<file path="src/rtl/dmi_timeout_bridge.sv">
// DMI bridge between the debug transport and the debug module.
// It holds one request at a time and returns exactly one response upstream.
// If the debug module stays silent, the bridge answers with a synthesized
// response. A late answer to a timed-out request is absorbed here.
module dmi_timeout_bridge #(
    parameter int TIMEOUT_CYCLES = 1024,
    parameter int ADDR_W         = 7
) (
    input  logic              clk,
    input  logic              rstn,
    input  logic              up_req_valid,
    output logic              up_req_ready,
    input  logic [ADDR_W-1:0] up_req_addr,
    input  logic [1:0]        up_req_op,
    input  logic [31:0]       up_req_data,
    output logic              up_resp_valid,
    input  logic              up_resp_ready,
    output logic [1:0]        up_resp_resp,
    output logic [31:0]       up_resp_data,
    output logic              dm_req_valid,
    input  logic              dm_req_ready,
    output logic [ADDR_W-1:0] dm_req_addr,
    output logic [1:0]        dm_req_op,
    output logic [31:0]       dm_req_data,
    input  logic              dm_resp_valid,
    output logic              dm_resp_ready,
    input  logic [1:0]        dm_resp_resp,
    input  logic [31:0]       dm_resp_data,
    output logic              busy,
    output logic [7:0]        timeout_cnt
);

    localparam int TW = $clog2(TIMEOUT_CYCLES) + 1;
    localparam logic [TW-1:0] TIMER_LAST = TW'(TIMEOUT_CYCLES - 1);

    localparam logic [1:0] RESP_FAILED = 2'd2;
    localparam logic [1:0] RESP_BUSY   = 2'd3;

    typedef enum logic [2:0] {
        IDLE,
        HOLD,
        ISSUE,
        WAIT,
        RESP
    } state_t;

    state_t            state;
    logic              drop_pending;
    logic [TW-1:0]     timer;
    logic [7:0]        tcnt;
    logic [ADDR_W-1:0] req_addr;
    logic [1:0]        req_op;
    logic [31:0]       req_data;
    logic [1:0]        rsp_resp;
    logic [31:0]       rsp_data;

    logic timer_last;
    assign timer_last = (timer == TIMER_LAST);

    function automatic logic [7:0] sat_inc(input logic [7:0] v);
        return (v == 8'hFF) ? v : v + 8'd1;
    endfunction

    // Transaction FSM: request capture, issue, response wait, timeout and late-response absorption.
    always_ff @(posedge clk or negedge rstn) begin
        if (!rstn) begin
            state        <= IDLE;
            drop_pending <= 1'b0;
            timer        <= '0;
            tcnt         <= '0;
            req_addr     <= '0;
            req_op       <= '0;
            req_data     <= '0;
            rsp_resp     <= '0;
            rsp_data     <= '0;
        end else begin
            case (state)
                IDLE: begin
                    if (drop_pending && dm_resp_valid)
                        drop_pending <= 1'b0;
                    if (up_req_valid) begin
                        req_addr <= up_req_addr;
                        req_op   <= up_req_op;
                        req_data <= up_req_data;
                        timer    <= '0;
                        // A late response absorbed this same cycle frees the path immediately.
                        state    <= (drop_pending && !dm_resp_valid) ? HOLD : ISSUE;
                    end
                end
                HOLD: begin
                    timer <= timer + 1'b1;
                    if (dm_resp_valid) begin
                        drop_pending <= 1'b0;
                        state        <= ISSUE;
                    end else if (timer_last) begin
                        rsp_resp <= RESP_BUSY;
                        rsp_data <= '0;
                        tcnt     <= sat_inc(tcnt);
                        state    <= RESP;
                    end
                end
                ISSUE: begin
                    if (dm_req_ready) begin
                        timer <= '0;
                        state <= WAIT;
                    end
                end
                WAIT: begin
                    timer <= timer + 1'b1;
                    if (dm_resp_valid) begin
                        rsp_resp <= dm_resp_resp;
                        rsp_data <= dm_resp_data;
                        state    <= RESP;
                    end else if (timer_last) begin
                        rsp_resp     <= RESP_FAILED;
                        rsp_data     <= '0;
                        drop_pending <= 1'b1;
                        tcnt         <= sat_inc(tcnt);
                        state        <= RESP;
                    end
                end
                RESP: begin
                    if (drop_pending && dm_resp_valid)
                        drop_pending <= 1'b0;
                    if (up_resp_ready)
                        state <= IDLE;
                end
                default: state <= IDLE;
            endcase
        end
    end

    assign up_req_ready  = (state == IDLE);
    assign up_resp_valid = (state == RESP);
    assign up_resp_resp  = rsp_resp;
    assign up_resp_data  = rsp_data;
    assign dm_req_valid  = (state == ISSUE);
    assign dm_req_addr   = req_addr;
    assign dm_req_op     = req_op;
    assign dm_req_data   = req_data;
    assign dm_resp_ready = (state == WAIT) || (state == HOLD) ||
                           (((state == IDLE) || (state == RESP)) && drop_pending);
    assign busy          = (state != IDLE);
    assign timeout_cnt   = tcnt;

endmodule

</file>
<file path="config.mk">
export PLATFORM = sky130hd
export DESIGN_NAME = dmi_timeout_bridge
export DESIGN_NICKNAME = d
export VERILOG_FILES = /design/src/rtl/dmi_timeout_bridge.sv
export SDC_FILE = /design/constraint.sdc
export NUM_CORES = 1
export LEC_CHECK = 0
export CORE_ASPECT_RATIO = 1.2
export CORE_MARGIN = 3
export CORE_UTILIZATION = 44
export CTS_BUF_LIST = sky130_fd_sc_hd__clkbuf_4
export DETAILED_ROUTE_END_ITERATION = 7
export PLACE_DENSITY = 0.82
export SYNTH_ARGS = -nofsm -noshare
export SYNTH_HDL_FRONTEND = slang
export SYNTH_SLANG_ARGS = --single-unit
</file>
<file path="constraint.sdc">
create_clock -name clk -period 2.44 [get_ports clk]
set_input_delay 0.244 -clock clk [delete_from_list [all_inputs] [get_ports clk]]
set_output_delay 0.244 -clock clk [all_outputs]
set_load 0.01 [all_outputs]
</file>
## Yosys cells after proc, flatten, opt, wreduce, memory -nomap -nowiden

Index checks and enable logic that the tools add are counted.

| word-level totals | value |
|---|---|
| register bits | 98 |
| bits of input ports | 81 |
| output and inout port bits | 88 |
| word-level logic and storage cells | 75 |

| operators by class | value |
|---|---|
| add/subtract/negate cells | 2 |
| equality and inequality tests | 16 |
| multiplexer cells | 25 |
| bitwise operators | 2 |
| reductions and logical operators | 21 |

Operators by type and width:

| kind | number |
|---|---|
| 2-to-1 mux 32 bit | 3 |
| case mux 32 bit (2 select lines) | 1 |
| case mux 11 bit (3 select lines) | 1 |
| 2-to-1 mux 11 bit | 2 |
| 2-to-1 mux 3 bit | 6 |
| case mux 3 bit (5 select lines) | 1 |
| != test 2 bit, second input constant | 6 |
| adder 11 x 1 -> 11 bit, second input constant | 1 |
| == test 11 x 10 -> 1 bit, second input constant | 1 |
| 2-to-1 mux 2 bit | 5 |
| nonzero test 3 bit | 3 |
| adder 8 x 1 -> 8 bit, second input constant | 1 |
| == test 8 bit, second input constant | 1 |
| AND reduction 4 bit | 2 |
| == test 3 x 2 -> 1 bit, second input constant | 2 |
| != test 2 x 1 -> 1 bit, second input constant | 3 |
| AND reduction 3 bit | 2 |
| AND reduction 5 bit | 1 |
| 2-to-1 mux 1 bit | 4 |
| case mux 2 bit (2 select lines) | 1 |
| AND reduction 2 bit | 2 |
| OR reduction 2 bit | 2 |
| == test 3 x 1 -> 1 bit, second input constant | 1 |
| == test 3 bit, second input constant | 1 |
| 8 further kinds | 13 |

## Logic depth before layout (Yosys ltp)

Gate-level depths: netlist of the first run.

| logic depth | value |
|---|---|
| word-level depth | 5 |
| gate-level depth with buffers | 8 |
| mapped depth without buffers | 5 |

## Worst setup path after synthesis of the first run

OpenSTA, ideal clock, no wires.

| timing path | value |
|---|---|
| path kind | register to register |
| start | register tcnt[0] (netlist: timeout_cnt[0]) |
| end | register tcnt[1] (netlist: timeout_cnt[1]) |
| library setup time | 128 ps |
| data arrival time | 1606 ps |
| required time | 2312 ps |
| setup slack | 706 ps |
| stages on the path, launching flop included | 6 |
| buffers on the path | 0 |
| clock period less this slack | 1734 ps |
| cells stage by stage | dfrtp_1 -> ha_1 -> nand3_1 -> nor3_1 -> and3b_1 -> mux2_1 |

| on the way | value |
|---|---|
| longest elaborated chain between the ends | 3 |
| elaborated cells on any way between the ends | 4 |
| those cells by class | 1 x add/sub; 1 x eq/ne; 1 x bitwise; 1 x reduce/logical |

Ends and longest elaborated chain:

| element | RTL line | source |
|---|---|---|
| start, declared | 50 | `logic [7:0] tcnt;` |
| start signal, assigned | 98 | `tcnt <= sat_inc(tcnt);` |
| start signal, assigned | 118 | `tcnt <= sat_inc(tcnt);` |
| parallel branches: the longest is 3 deep, another holds adder 8 x 1 -> 8 bit | - |  |

Parallel ways; which one is timed is not known.
A chain may end at the register's enable or synchronous reset.

## Final worst setup path of the first run

| timing path | value |
|---|---|
| start | register state[0] |
| end | output port up_req_ready |

| on the way | value |
|---|---|
| longest elaborated chain between the ends | 1 |

Ends and longest elaborated chain:

| element | RTL line | source |
|---|---|---|
| start, declared | 47 | `state_t state;` |
| start signal, assigned | 87 | `state <= (drop_pending && !dm_resp_valid) ? HOLD : ISSUE;` |
| zero test 3 bit | 133 | `assign up_req_ready = (state == IDLE);` |
| end, declared | 12 | `output logic up_req_ready,` |

No other way between the ends.

==> impl_metrics.ini, run 1 <==
[global_route]
grt_usage_pct = 20.6
overflow = 0
grt_pass1_wl_um = 17000
antenna_found_initial = 0
grt_pass1_vias = 3212
grt_max_degree = 69

[drt]
via_per_inst = 5.32
drt_first_iter_violations = 192
wl_per_cell_um = 17.8
first_pass_iters = 4
routed_wl_um = 10600
drtAntennaViolNets = 0
drc = 0
vias = 3168

[power_and_ir_drop]
ir_worst_vdd_mv = 0.322
total_power_mw = 6.31
p_per_area_nw_per_um2 = 1060
p_leak_nw = 2.60

[logic_synthesis]
synth_seq_cells = 98
syn_area_per_cell_sq_um = 13.2
netlist_area_sq_um = 4080
async_flop_share_pct = 100
syn-instance-count = 308
ys_seq_area_share_pct = 60.1
ys_warn_count = 0
postSynthNetCount = 391
synth_cell_types = 44
synthFlopType = dfrtp_1
synth_edf_count = 0

[setup_path]
worst-path-max-fanout = 13
cp_data_arrival_time_ns = 1.92
worstSetupPathType = flip-flop to output port
end_kind = output port
regToRegSetupSlack_ns = 0.40
rr_worst_depth = 6
worstPathRequired_ns = 2.20
r2r_start = timer[0]
timing.rr.end = up_resp_data[14]
startpoint_type = flip-flop

[timing]
hold_ws_ns = 0.279
slew_viol_final = 0
fin_ws_ns = 0.273
rsz0062_at_grt = no
max_slew_margin_pct = 22.3
fmax_mhz = 461
fin_skew_ns = 0.0161
tightest_slew_ns = 1.16
finalHoldViolCount = 0
setup_viol = 0
fin_crit_sh_pct = 88.8
layout_min_cycle_time_ns = 2.17
timing.setup.tns_ns = 0

[place]
io_buffers = 168
preCtsSetupSlack_ns = 0.224
dp_hpwl_um = 8070
gp_congestion = 0.777

[final_layout]
drive_gt1_share_pct = 6.49
antenna_cells = 0
nFillCells = 659
areaGrowthSynthToFinish_pct = 45.9
fin_nets = 559

[floorplan]
placementRows = 37
dieHeight_um = 111
boundaryPins = 169
start_util_pct = 46.4
die-area_sq_um = 10500
die_x_um = 93.9
coreArea_sq_um = 8800

[cts]
cts_sinks = 98
htree_levels = 3
numCtsBuffers = 9
clock_path_buffers = 2
insertion_delay_ns = 0.43
cts_tree = built
clkTransAtPathRegs_ns = 0.13
cts_root_buffer = clkbuf_4

[outcome]
status = complete, no violations

[run]
maxCapViolations = 0

[hold_path]
min-delay-path-class = input pin to async pin
==> sequential cells by signal (all words and copies together) (netlist names) <==
register / flops
timeout_cnt: 8
timer: 11
drop_pending: 1
up_resp_resp: 2
dm_req_data: 32
up_resp_data: 32
dm_req_op: 2
state: 3
dm_req_addr: 7
==> synth_stat cells (3+ instances only) <==
cell type / number / area, sq um
nand3_1: 7 / 35.0
and3_1: 5 / 31.3
buf_4: 5 / 37.5
inv_1: 7 / 26.3
a21oi_1: 4 / 20.0
xor2_1: 3 / 26.3
o21ai_0: 13 / 65.1
dfrtp_1: 98 / 2450
nand2b_1: 3 / 18.8
nand2_1: 13 / 48.8
nor2_1: 6 / 22.5
mux2_1: 44 / 495
a22o_1: 34 / 298
nor3_1: 7 / 35.0
buf_6: 5 / 56.3
o31ai_1: 3 / 22.5
nand4_1: 6 / 37.5
buf_2: 11 / 55.1
a31oi_1: 6 / 37.5
==> placed cells by master (no fill, tap or decap), drive strengths merged, types with 2 or more instances in the layout <==
master	Yosys	layout
and3	5	5
nor2	7	7
a21oi	4	4
o31ai	3	3
inv	7	7
a22o	34	34
dfrtp	98	98
nand2	13	13
clkdlybuf4s50	0	167
and4	2	2
nor2b	2	2
a31oi	6	6
clkinv	0	4
and3b	2	2
mux2	45	45
o21ai	14	14
nand4	7	7
nor3	8	8
buf	21	11
nand2b	3	3
ha	2	2
clkbuf	1	9
xor2	3	3
nand3	7	7
==> repair_timing <==
action,CTS,global route
hold buffers,1,0
buffers inserted,0,0
gates resized for setup,0,0
hold endpoints to repair,30,0
==> worst max-delay path, cell delays in order, from the launching register on <==
cell and delay (ns):
dfrtp_1 0.41, buf_4 0.18, nor3_2 0.31, clkdlybuf4s50_1 0.60
==> metrics by stage <==
step           std cells  utilization (%)  instance area, sq um
6_report             595             67.7                  5950
5_1_grt              595             67.7                  5950
4_1_cts              595             67.7                  5950
3_5_place_dp         581             66.6                  5850
3_3_place_gp         581             66.6                  5850
2_1_floorplan        308                -                  4080
==> power by group <==
part           leakage [nW]  switching [mW]  total (mW)  internal (mW)
combinational          1.32            1.24        3.05           1.81
clock                0.0549           0.483       0.672          0.189
sequential             1.22           0.333        2.59           2.26
total                  2.60            2.06        6.31           4.25
==> cells by family (layout without fill, tap and decap cells) <==
family / after synthesis / in the layout / share of synthesized area, %
and+or+nand+nor: 60 / 60 / 8.77
xor gates and xnor gates: 3 / 3 / 0.644
buffers and inverters: 29 / 199 / 4.39
adders and majority gates: 2 / 2 / 0.613
DFF: 98 / 98 / 60.1
muxes: 45 / 45 / 12.4
AOI/OAI and AO/OA: 71 / 71 / 13.1
==> routing by layer <==
layer	GRT usage [%]	routed length (um)	up-vias
met5	0	0	-
met4	5.68	99	0
met3	5.54	814	11
met2	36.2	5590	122
met1	24.5	4100	1576
li1	-	-	1459
==> worst max path at each step <==
stage,endpoint,start,slack [ns]
final,up_req_ready,state[0],0.27
after global routing,up_req_ready,state[0],0.14
after CTS,dm_req_valid,state[2],0.24
after detailed placement,up_resp_data[19],dm_resp_valid,0.22
after global placement,up_resp_data[19],dm_resp_valid,0.24
after floorplan,timeout_cnt[1],timeout_cnt[0],0.71
==> cell type report <==
type                    count  area [sq um]  area share (%)
clock buffers               9          67.6            1.13
clock inverters             4          22.5           0.378
inverters                   7          26.3           0.441
multi-input cells         181          1450            24.4
flip-flops and latches     98          2450            41.2
well taps                 117           146            2.46
repair buffers            179          1790            30.0
Note: power is estimated with default switching activity, not from simulation.
==> run 2, diff against run 1 <==
Settings changed: SLEW_MARGIN set to 20.
==> run 2 against run 1 <==
Net effect: sequential cell count is the same; critical endpoint is now dm_req_valid; sequential power is essentially flat; worst hold slack lost 0.0032 ns; largest cell class unchanged.
==> impl_metrics.ini, run 2 (synthesis results as in run 1) <==
[drt]
drt-met1-wl_um = 4070
wl_per_cell_um = 17.9
routed-wl-met3_um = 820
drc = 0
drt_first_iter_violations = 214
first_pass_iters = 4
dr_wl_met2_um = 5650
top_layer = met4
routed_wl_um = 10600
vias = 3178
drtAntennaViolNets = 0
via_per_inst = 5.34

[final_layout]
fin_nets = 559
layout_commonest_cell = clkdlybuf4s50_1
drive_gt1_share_pct = 6.49
nFillCells = 658
antenna_cells = 0
multi_input_area_sq_um = 1460
regArea_sq_um = 2450
areaGrowthSynthToFinish_pct = 46.1
final_cell_mix = 167 x clkdlybuf4s50_1, 98 x dfrtp_1, 44 x mux2_1, 34 x a22o_1
final_core_util_pct = 67.8

[setup_path]
crit_buf_inv = 2
end_kind = output port
cp_data_arrival_time_ns = 1.92
crit_family = buffers and inverters
r2r_start = timer[0]
startpoint_type = flip-flop
critPathMaxStageDelay_ns = 0.58
worstSetupPathType = flip-flop to output port
rr_worst_depth = 6
cpMaxStageDelayCell = clkdlybuf4s50_1
worstPathRequired_ns = 2.20
regToRegSetupSlack_ns = 0.40
timing.rr.end = up_resp_data[14]
crit_chain = buf_4 > nand2b_1 > nor2_1 > clkdlybuf4s50_1
worst-path-max-fanout = 9

[power_and_ir_drop]
switching_share_pct = 32.7
p_per_area_nw_per_um2 = 1060
p_leak_nw = 2.60
seqPwrFrac_pct = 41.0
ir_worst_vdd_mv = 0.322
combPwrFrac_pct = 48.4
p_clk_share_pct = 10.7
p_int_mw = 4.26
switchingPower_mw = 2.07

[hold_path]
min-delay-path-class = input pin to async pin

[floorplan]
die_x_um = 93.9
coreArea_sq_um = 8800
boundaryPins = 169
start_util_pct = 46.4
die-area_sq_um = 10500
placementRows = 37
dieHeight_um = 111

[global_route]
grt_pass1_wl_um = 17000
grt_pass1_vias = 3212
overflow = 0
antenna_found_initial = 0
grt_max_degree = 69
grt_usage_pct = 20.6

[cts]
cts_tree = built
cts_setup_buffers = 0
clkTransAtPathRegs_ns = 0.13
post_cts_resized = 0
htree_levels = 3
cts_root_buffer = clkbuf_4
insertion_delay_ns = 0.43
ctsHoldBuffers = 1
numCtsBuffers = 9
cts_sinks = 98
clock_path_buffers = 2

[timing]
fin_skew_ns = 0.0170
setup_viol = 0
fmax_mhz = 463
timing.setup.tns_ns = 0
tightest_slew_ns = 0.664
layout_min_cycle_time_ns = 2.16
slew_viol_final = 0
max_slew_margin_pct = 55.6
rsz0062_at_grt = no
fin_crit_sh_pct = 88.5
finalHoldViolCount = 0
fin_ws_ns = 0.280

[run]
maxCapViolations = 0

[place]
preCtsSetupSlack_ns = 0.224
gp_congestion = 0.777
dp_hpwl_um = 8070
io_buffers = 168

[outcome]
status = complete, no violations
-- run 2: power by group through the flow --
stage	Sequential (mW)	Clock, mW	Combinational (mW)
final	2.59	0.674	3.06
after global routing	2.67	0.780	3.27
after CTS	2.59	0.701	3.10
after detailed placement	2.63	0	3.10
after global placement	2.59	0	3.01
after floorplan	2.88	0	1.07
-- run 2: worst max path at each step --
stage	depth (start not counted)	startpoint	slack [ns]	to
floorplan	5	timeout_cnt[0]	0.71	timeout_cnt[1]
global placement	5	dm_resp_valid	0.24	up_resp_data[19]
detailed placement	5	dm_resp_valid	0.22	up_resp_data[19]
CTS	4	state[2]	0.24	dm_req_valid
global route	3	state[0]	0.14	up_req_ready
finish	4	state[2]	0.28	dm_req_valid
-- run 2: final cells by class --
| type | instances | share of cell area (%) |
|---|---|---|
| inverter | 7 | 0.441 |
| tap | 117 | 2.46 |
| multi-input combinational | 181 | 24.4 |
| clock inverter | 4 | 0.378 |
| clock buffer | 9 | 1.13 |
| timing repair buffer | 179 | 30.0 |
| sequential | 98 | 41.2 |
-- run 2: stage by stage --
step | area (sq um) | hold slack (ns) | power [mW] | instances
floorplan | 4080 | -0.0516 | 3.95 | 308
global placement | 5850 | 0.205 | 5.60 | 581
detailed placement | 5850 | 0.207 | 5.72 | 581
CTS | 5950 | 0.269 | 6.40 | 595
global route | 5960 | 0.274 | 6.72 | 595
finish | 5960 | 0.276 | 6.32 | 595
-- run 2: routing by layer --
metal  vias to the layer above  GRT usage [%]
met3                         9           5.54
met2                       124           36.2
met4                         0           5.68
li1                       1459              -
met1                      1586           24.5
met5                         -              0
==> run 3, diff against run 2 <==
Settings changed: CAP_MARGIN set to 20, CORE_ASPECT_RATIO 1.2 to unset.
==> run 3 against run 2 <==
Net effect: worst hold slack better by 0.072 ns; sequential cell count did not move; setup slack worse by 0.077 ns; routed wire length grew 2.6%; design area rose by 0.67%; power increased by 5.1%; combinational power is 2% lower.
==> impl_metrics.ini, run 3 (synthesis results as in run 1) <==
[run]
maxCapViolations = 0

[timing]
finalHoldViolCount = 0
fmax_mhz = 447
timing.setup.tns_ns = 0
layout_min_cycle_time_ns = 2.24
fin_skew_ns = 0.0222
tightest_slew_ns = 0.645
hold_ws_ns = 0.347
fin_crit_sh_pct = 91.7
rsz0062_at_grt = no
slew_viol_final = 0
setup_viol = 0
max_slew_margin_pct = 57.0

[global_route]
overflow = 0
antenna_found_initial = 0
grt_max_degree = 52
grt_usage_pct = 20.7
grt_pass1_vias = 3134
grt_pass1_wl_um = 16800

[place]
gp_congestion = 0.796
dp_hpwl_um = 8130
placed_cells = 569
io_buffers = 168

[setup_path]
startpoint_type = flip-flop
worstPathRequired_ns = 2.20
cp_data_arrival_time_ns = 1.99
worstSetupPathType = flip-flop to output port
end_kind = output port
regToRegSetupSlack_ns = 0.53
worst-path-max-fanout = 10

[power_and_ir_drop]
p_leak_nw = 2.62
p_per_area_nw_per_um2 = 1110
ir_worst_vdd_mv = 0.534

[floorplan]
die-area_sq_um = 10500
dieHeight_um = 102
boundaryPins = 169
placementRows = 34
die_x_um = 102
coreArea_sq_um = 8850
start_util_pct = 46.1

[drt]
routed_wl_um = 10900
drtAntennaViolNets = 0
vias = 3215
first_pass_iters = 6
via_per_inst = 5.49
wl_per_cell_um = 18.6
drt_first_iter_violations = 163
drc = 0

[cts]
cts_sinks = 98
clkTransAtPathRegs_ns = 0.16
clock_path_buffers = 2
numCtsBuffers = 9
htree_levels = 3
insertion_delay_ns = 0.44
cts_root_buffer = clkbuf_4
cts_setup_buffers = 0
cts_tree = built

[final_layout]
layout.cells.non_filler = 586
drive_gt1_share_pct = 6.69
antenna_cells = 0
layout_commonest_cell = clkdlybuf4s50_1
final_cell_mix = 167 x clkdlybuf4s50_1, 98 x dfrtp_1, 44 x mux2_1, 34 x a22o_1
areaGrowthSynthToFinish_pct = 47.0
fin_nets = 556

[outcome]
status = complete, no violations

[hold_path]
min-delay-path-class = input pin to async pin
-- run 3: cell types whose count changed in the layout (fill, tap and decap cells not counted) --
cell,before,now
clkinv_2,2,1
clkinvlp_4,0,1
clkinv_1,1,0
inv_8,0,1
nor2_2,0,1
buf_4,9,6
inv_6,0,1
bufinv_16,0,2
nor2_4,1,0
-- run 3: through the flow --
stage | setup slack [ns] | power, mW | cell area (sq um) | utilization (%)
2_1_floorplan | 0.706 | 3.95 | 4080 | -
3_3_place_gp | 0.493 | 5.59 | 5820 | 65.8
3_5_place_dp | 0.427 | 5.71 | 5820 | 65.8
4_1_cts | 0.159 | 6.70 | 6000 | 67.8
5_1_grt | 0.0408 | 7.02 | 6000 | 67.8
6_report | 0.203 | 6.64 | 6000 | 67.8
-- run 3: path summary, 6_finish.rpt --
kind / startpoint / end / cells past startpoint
max reg2reg: timer[0] / timeout_cnt[1] / 5
max: state[2] / dm_resp_ready / 3
min reg2reg: dm_req_data[24] / dm_req_data[24] / 1
min: rstn / dm_req_data[11] / 2
max in group asynchronous: rstn / up_resp_data[1] / 3
min in group clk: up_resp_ready / state[2] / 2
-- run 3: repair_timing --
item / in CTS / in global routing
hold endpoints to repair: 49 / 0
setup endpoints to repair: 0 / 0
resized for setup: 0 / 0
hold buffers: 1 / 0
-- run 3: power by group --
group | switching [mW] | leakage [nW] | internal [mW] | total (mW)
logic | 1.22 | 1.31 | 1.78 | 3.00
clock network | 0.567 | 0.0884 | 0.426 | 0.994
registers | 0.392 | 1.22 | 2.26 | 2.65
-- run 3: worst max-delay path, stage by stage (launching register included) --
cell	delay [ns]
dfrtp_1	0.55
nand2b_1	0.32
nand2_1	0.11
clkdlybuf4s50_1	0.58
-- run 3: routing by layer --
metal  wire length, um  part of all wire (%)  vias up  track usage (%)
li1                  -                     -     1462                -
met1              4490                    41     1607             26.8
met2              5510                    51      130             35.0
met3               714                   6.6       16             4.51
met4               185                   1.7        0             6.26
met5                 0                     0        -                0
-- run 3: area by class of cell --
| cell class | instances | area [sq um] |
|---|---|---|
| clock buffer | 9 | 67.6 |
| tap | 108 | 135 |
| timing repair buffer | 176 | 1770 |
| inverter | 7 | 26.3 |
| multi-input combinational | 181 | 1450 |
| clock inverter | 7 | 101 |
| sequential | 98 | 2450 |
| fill | 652 | 2850 |
